### src/rtl/alu_exec_stage.sv
`default_nettype none
// =====================================================================
// alu_exec_stage : operand select/forward, ALU drive, registered result
// Rev 1.0
// =====================================================================
module alu_exec_stage #(
   parameter int         DIV_LAT = 4,
   parameter int         REG_AW  = 5,
   parameter logic [3:0] ALU_DIV = 4'd8,
   parameter logic [3:0] ALU_MOD = 4'd9
) (
   input  logic              clk,
   input  logic              rst_n,
   input  logic              in_valid,
   output logic              in_ready,
   input  logic [3:0]        in_op,
   input  logic [REG_AW-1:0] in_rs1_idx,
   input  logic [REG_AW-1:0] in_rs2_idx,
   input  logic [31:0]       in_rs1_val,
   input  logic [31:0]       in_rs2_val,
   input  logic [31:0]       in_imm,
   input  logic              in_use_imm,
   input  logic [REG_AW-1:0] in_rd,
   input  logic              in_we,
   output logic [31:0]       alu_a,
   output logic [31:0]       alu_b,
   output logic [3:0]        alu_op,
   input  logic [31:0]       alu_y,
   input  logic              alu_zero,
   output logic              out_valid,
   input  logic              out_ready,
   output logic [31:0]       out_y,
   output logic              out_zero,
   output logic [REG_AW-1:0] out_rd,
   output logic              out_we,
   output logic              out_divz
);

   localparam int CNT_W = (DIV_LAT > 1) ? $clog2(DIV_LAT) : 1;
   localparam logic [CNT_W-1:0] C_CNT_INIT = CNT_W'(DIV_LAT - 1);

   localparam logic [1:0] ST_IDLE = 2'd0;
   localparam logic [1:0] ST_EXEC = 2'd1;
   localparam logic [1:0] ST_WAIT = 2'd2;

   logic [1:0]        r_state;
   logic [CNT_W-1:0]  r_cnt;
   logic [31:0]       r_a;
   logic [31:0]       r_b;
   logic [3:0]        r_op;
   logic [REG_AW-1:0] r_rd;
   logic              r_we;

   logic        w_out_free;
   logic        w_accept;
   logic        w_capture;
   logic        w_fwd_a;
   logic        w_fwd_b;
   logic [31:0] w_a_sel;
   logic [31:0] w_b_sel;
   logic        w_in_div;
   logic        w_q_div;

   assign w_out_free = !out_valid || out_ready;
   assign in_ready   = (r_state == ST_IDLE) && w_out_free;
   assign w_accept   = in_valid && in_ready;

   // Only the held result can be forwarded; x0 is hardwired and never forwards.
   assign w_fwd_a = out_valid && out_we && (out_rd == in_rs1_idx) && (out_rd != '0);
   assign w_fwd_b = out_valid && out_we && (out_rd == in_rs2_idx) && (out_rd != '0);
   assign w_a_sel = w_fwd_a ? out_y : in_rs1_val;
   assign w_b_sel = in_use_imm ? in_imm : (w_fwd_b ? out_y : in_rs2_val);

   assign w_in_div = (in_op == ALU_DIV) || (in_op == ALU_MOD);
   assign w_q_div  = (r_op == ALU_DIV) || (r_op == ALU_MOD);

   assign w_capture = w_out_free &&
                      ((r_state == ST_EXEC) || ((r_state == ST_WAIT) && (r_cnt == '0)));

   assign alu_a  = r_a;
   assign alu_b  = r_b;
   assign alu_op = r_op;

   always_ff @(posedge clk or negedge rst_n) begin
      if (!rst_n) begin
         r_state <= ST_IDLE;
         r_cnt   <= '0;
         r_a     <= '0;
         r_b     <= '0;
         r_op    <= '0;
         r_rd    <= '0;
         r_we    <= 1'b0;
      end else begin
         case (r_state)
            ST_IDLE: begin
               if (w_accept) begin
                  r_a     <= w_a_sel;
                  r_b     <= w_b_sel;
                  r_op    <= in_op;
                  r_rd    <= in_rd;
                  r_we    <= in_we;
                  r_state <= w_in_div ? ST_WAIT : ST_EXEC;
                  r_cnt   <= w_in_div ? C_CNT_INIT : '0;
               end
            end
            ST_EXEC: begin
               if (w_out_free) begin
                  r_state <= ST_IDLE;
               end
            end
            ST_WAIT: begin
               if (r_cnt != '0) begin
                  r_cnt <= r_cnt - CNT_W'(1);
               end else if (w_out_free) begin
                  r_state <= ST_IDLE;
               end
            end
            default: r_state <= ST_IDLE;
         endcase
      end
   end

   // A capture and a consume on the same edge leave out_valid set with the new result.
   always_ff @(posedge clk or negedge rst_n) begin
      if (!rst_n) begin
         out_valid <= 1'b0;
         out_y     <= '0;
         out_zero  <= 1'b0;
         out_rd    <= '0;
         out_we    <= 1'b0;
         out_divz  <= 1'b0;
      end else if (w_capture) begin
         out_valid <= 1'b1;
         out_y     <= alu_y;
         out_zero  <= alu_zero;
         out_rd    <= r_rd;
         out_we    <= r_we;
         out_divz  <= w_q_div && (r_b == '0);
      end else if (out_valid && out_ready) begin
         out_valid <= 1'b0;
      end
   end

endmodule
`default_nettype wire

### config.mk
export PLATFORM = sky130hd
export DESIGN_NAME = alu_exec_stage
export DESIGN_NICKNAME = d
export VERILOG_FILES = /design/src/rtl/alu_exec_stage.sv
export SDC_FILE = /design/constraint.sdc
export NUM_CORES = 1
export LEC_CHECK = 0
export ABC_CLOCK_PERIOD_IN_PS = 2200
export BUFFER_PORTS_ARGS = -buffer_cell sky130_fd_sc_hd__buf_4
export CAP_MARGIN = 0
export CORE_MARGIN = 2
export CORE_UTILIZATION = 25
export DETAILED_ROUTE_END_ITERATION = 16
export PLACE_DENSITY = 0.56
export SETUP_SLACK_MARGIN = 0.02
export SLEW_MARGIN = 20
export SYNTH_ARGS = -nofsm -noshare
export SYNTH_HDL_FRONTEND = slang
export SYNTH_SLANG_ARGS = --single-unit
### constraint.sdc
create_clock -name clk -period 2.2 [get_ports clk]
set_input_delay 0.44 -clock clk [delete_from_list [all_inputs] [get_ports clk]]
set_output_delay 0.44 -clock clk [all_outputs]
set_load 0.02 [all_outputs]
==> impl_metrics.csv <==
group,metric,value,unit
logic_synthesis,yosys_warnings,0,
timing,maxSlewHeadroom,41.5,%
floorplanning,io_pins,264,
grt,grt_usage,20.3,%
floorplanning,die_y,163,um
logic_synthesis,synth_cell_types,38,
power_and_ir_drop,ir_drop,669,uV
finish,fin_cells,1229,
timing,rsz0062_at_grt,"false",
run_status,outcome,"finished, violations left",
grt,antenna_found_initial,0,
worst_setup_path,crit_required,2.48,ns
timing,setup_ws,0.173,ns
worst_setup_path,r2r_setup_slack,0.17,ns
logic_synthesis,postSynthCellCount,651,
clock_network,cts-resized-gates,0,
clock_network,numCtsBuffers,17,
grt,grt_pass1_vias,6439,
timing,fin_worst_skew,0.00926,ns
floorplanning,rows,58,
clock_network,htreeDepth,4,
place,hpwl,19400,um
finish,syn_to_final_growth,48.5,%
timing,fin_hold_ws,-0.0130,ns
clock_network,cts_setup_buffers,0,
clock_network,clock-sinks,119,
place,place_ws,0.181,ns
detailed_routing,post-route-drc-count,0,
timing,min_period_over_period,92.1,%
worst_setup_path,critPathMaxStageDelay,0.58,ns
clock_network,cts_tree,"done",
timing,drv_slew,0,
run_status,violations,"negative hold slack",
clock_network,root_buffer,"clkbuf_16",
finish,num_antenna_cells,0,
timing,hold_viol,4,
logic_synthesis,syn-num-nets,809,
clock_network,cts.clk_slew.worst_paths,0.05,ns
grt,grt_max_degree,65,
clock_network,postCtsHoldBufs,0,
logic_synthesis,syn_area,0.00636,mm2
detailed_routing,vias,6401,
place,dp_cells,1199,
finish,final_nets,1046,
finish,design_area,0.00944,mm2
clock_network,clkLatencyLatePin,0.41,ns
timing,setup_viol,0,
place,io_buffers,263,
power_and_ir_drop,p_per_area,1600,mW/mm2
power_and_ir_drop,power_leakage,4.06,nW
worst_setup_path,cp_max_fo,64,
detailed_routing,wl_per_cell,22.2,um
timing,period_minus_slack,2.03,ns
timing,setup_tns,0,ns
worst_setup_path,reg2reg_to,"alu_a[24]$_DFFE_PN0P_",
grt,grt-ovfl-total,0,
worst_setup_path,cp.arrival,2.31,ns
finish,drive_gt1_share,41.0,%
logic_synthesis,ys_seq_elements,119,
detailed_routing,via_per_inst,5.21,
detailed_routing,first_pass_iters,5,
worst_setup_path,crit_path_end_kind,"flip-flop",
detailed_routing,drtIter0Drc,444,
timing,worst_pin_slew,0.877,ns
worst_setup_path,r2r-start,"out_rd[1]$_DFFE_PN0P_",
worst_setup_path,critPathSlowestCell,"or4_4",
logic_synthesis,ys_seq_area_share,46.9,%
logic_synthesis,syn_avg_cell_area,9.76,um2
worst_setup_path,r2r_cells,5,
worst_setup_path,cp_cell_sequence,"or4_4 > o211a_2 > buf_12 > a41oi_1 > a21oi_1",
grt,grt_pass1_wl,40400,um
worst_setup_path,path_class,"flip-flop to flip-flop",
job,cap_violations,0,
timing,fmax,493,MHz
place,place_congestion,0.818,
detailed_routing,detail-route-antenna-nets,0,
floorplanning,die_w,163,um
finish,num-fill-cells,2516,
floorplanning,dieArea,0.0267,mm2
place,place_area,0.00884,mm2
worst_setup_path,start_kind,"flip-flop",
hold_path,hp-class,"input port to async pin",
floorplanning,initial_utilization,25.4,%
finish,post-route-util,37.7,%
detailed_routing,routed_wl,27300,um
clock_network,cts.path.max_buffers,2,
floorplanning,core,0.0250,mm2
==> power by group <==
group          total, W  internal, W  leakage, nW  switching [W]
registers       0.00462      0.00325         1.42        0.00137
clock network   0.00290      0.00186        0.284        0.00104
logic           0.00757      0.00317         2.36        0.00440
==> synthesized netlist by cell type (all sizes together) <==
master	number	area [um2]
ha	4	50.1
a211oi	1	7.51
mux2	41	462
and3	3	18.8
nor3b	1	7.51
buf	28	188
a41oi	17	149
o211ai	1	21.3
xor2	4	35.0
mux2i	9	90.1
o31ai	63	473
o211a	1	10.0
clkbuf	43	161
nor2	36	135
o22a	2	17.5
o31a	1	8.76
or4	1	11.3
nand2b	10	62.6
a21o	1	7.51
or2	2	12.5
a31oi	21	131
nor4b	1	8.76
a32oi	25	219
nand4	47	294
o21ai	27	135
and2	1	6.26
inv	8	30.0
xnor2	6	52.6
nor4	7	43.8
nor3	2	10.0
nand3	4	20.0
dfrtp	119	2980
a21oi	52	260
nand2	61	229
a41o	1	10.0
==> area by class of cell <==
class	count	area, um2	share of cell area, %
Clock buffer	22	474	5.02
Inverter	8	30.0	0.318
Sequential cell	119	2980	31.6
Tap cell	330	413	4.37
Multi-Input combinational cell	453	3030	32.1
Timing Repair Buffer	289	2390	25.3
Clock inverter	8	123	1.30
==> through the flow <==
step,hold slack (ns),total power (W)
final,-0.0130,0.0151
after floorplan,0.144,0.00847
after global placement,0.449,0.0122
after CTS,0.000413,0.0152
after global routing,0.0153,0.0160
after detailed placement,0.453,0.0123
==> layer usage <==
layer	wire length [um]	global-route usage (%)	vias to the layer above
met5	0	0	-
li1	-	-	2954
met2	13200	32.7	292
met4	624	7.54	0
met1	11700	27.0	3125
met3	1840	3.96	30
==> how the worst max path moves through the flow <==
stage	endpoint	slack, ns	start	cells past startpoint
6_report	alu_a[24]$_DFFE_PN0P_	0.17	out_rd[1]$_DFFE_PN0P_	5
5_1_grt	alu_a[31]$_DFFE_PN0P_	0.11	out_rd[1]$_DFFE_PN0P_	5
4_1_cts	alu_a[31]$_DFFE_PN0P_	0.17	out_rd[1]$_DFFE_PN0P_	5
3_5_place_dp	alu_a[31]$_DFFE_PN0P_	0.18	out_rd[1]$_DFFE_PN0P_	5
3_3_place_gp	alu_a[31]$_DFFE_PN0P_	0.21	out_rd[1]$_DFFE_PN0P_	5
2_1_floorplan	alu_a[27]$_DFFE_PN0P_	0.29	out_rd[1]$_DFFE_PN0P_	6
==> cell usage in the layout, fill, tap and decap left out, types with 6 or more instances in the layout <==
cell type    n
nand4_1     47
nor2_1      33
nand2b_1    10
a41oi_1     17
inv_1        8
a31oi_1     21
clkbuf_16   17
a21oi_1     52
mux2_2      41
xnor2_1      6
nand2_1     61
nor4_1       7
mux2i_1      9
buf_4      271
buf_12      17
o21ai_0     27
dfrtp_1    119
o31ai_1     63
a32oi_1     25
==> flip-flops by register name, indices dropped and copies added (netlist names) <==
name	cells
out_y	32
r_state	2
out_we	1
alu_op	4
out_divz	1
out_rd	5
r_rd	5
alu_b	32
out_valid	1
r_we	1
out_zero	1
r_cnt	2
alu_a	32
==> cells by family (layout without fill, tap and decap cells) <==
logic type / after synthesis / after routing / synth area share, %
xor+xnor: 10 / 10 / 1.38
compound gates: 213 / 213 / 22.8
buf+inv: 79 / 327 / 5.96
mux: 50 / 50 / 8.68
flops: 119 / 119 / 46.9
fa+ha+maj: 4 / 4 / 0.787
simple gates: 176 / 176 / 13.5
==> worst max-delay path: cells and delay by family, from the launching register on <==
family	cells	cell delay (ns)
DFF	1	0.43
AOI/OAI and AO/OA	3	0.63
buffers and inverters	1	0.20
and+or+nand+nor	1	0.58
Note: power is estimated with default switching activity, not from simulation.
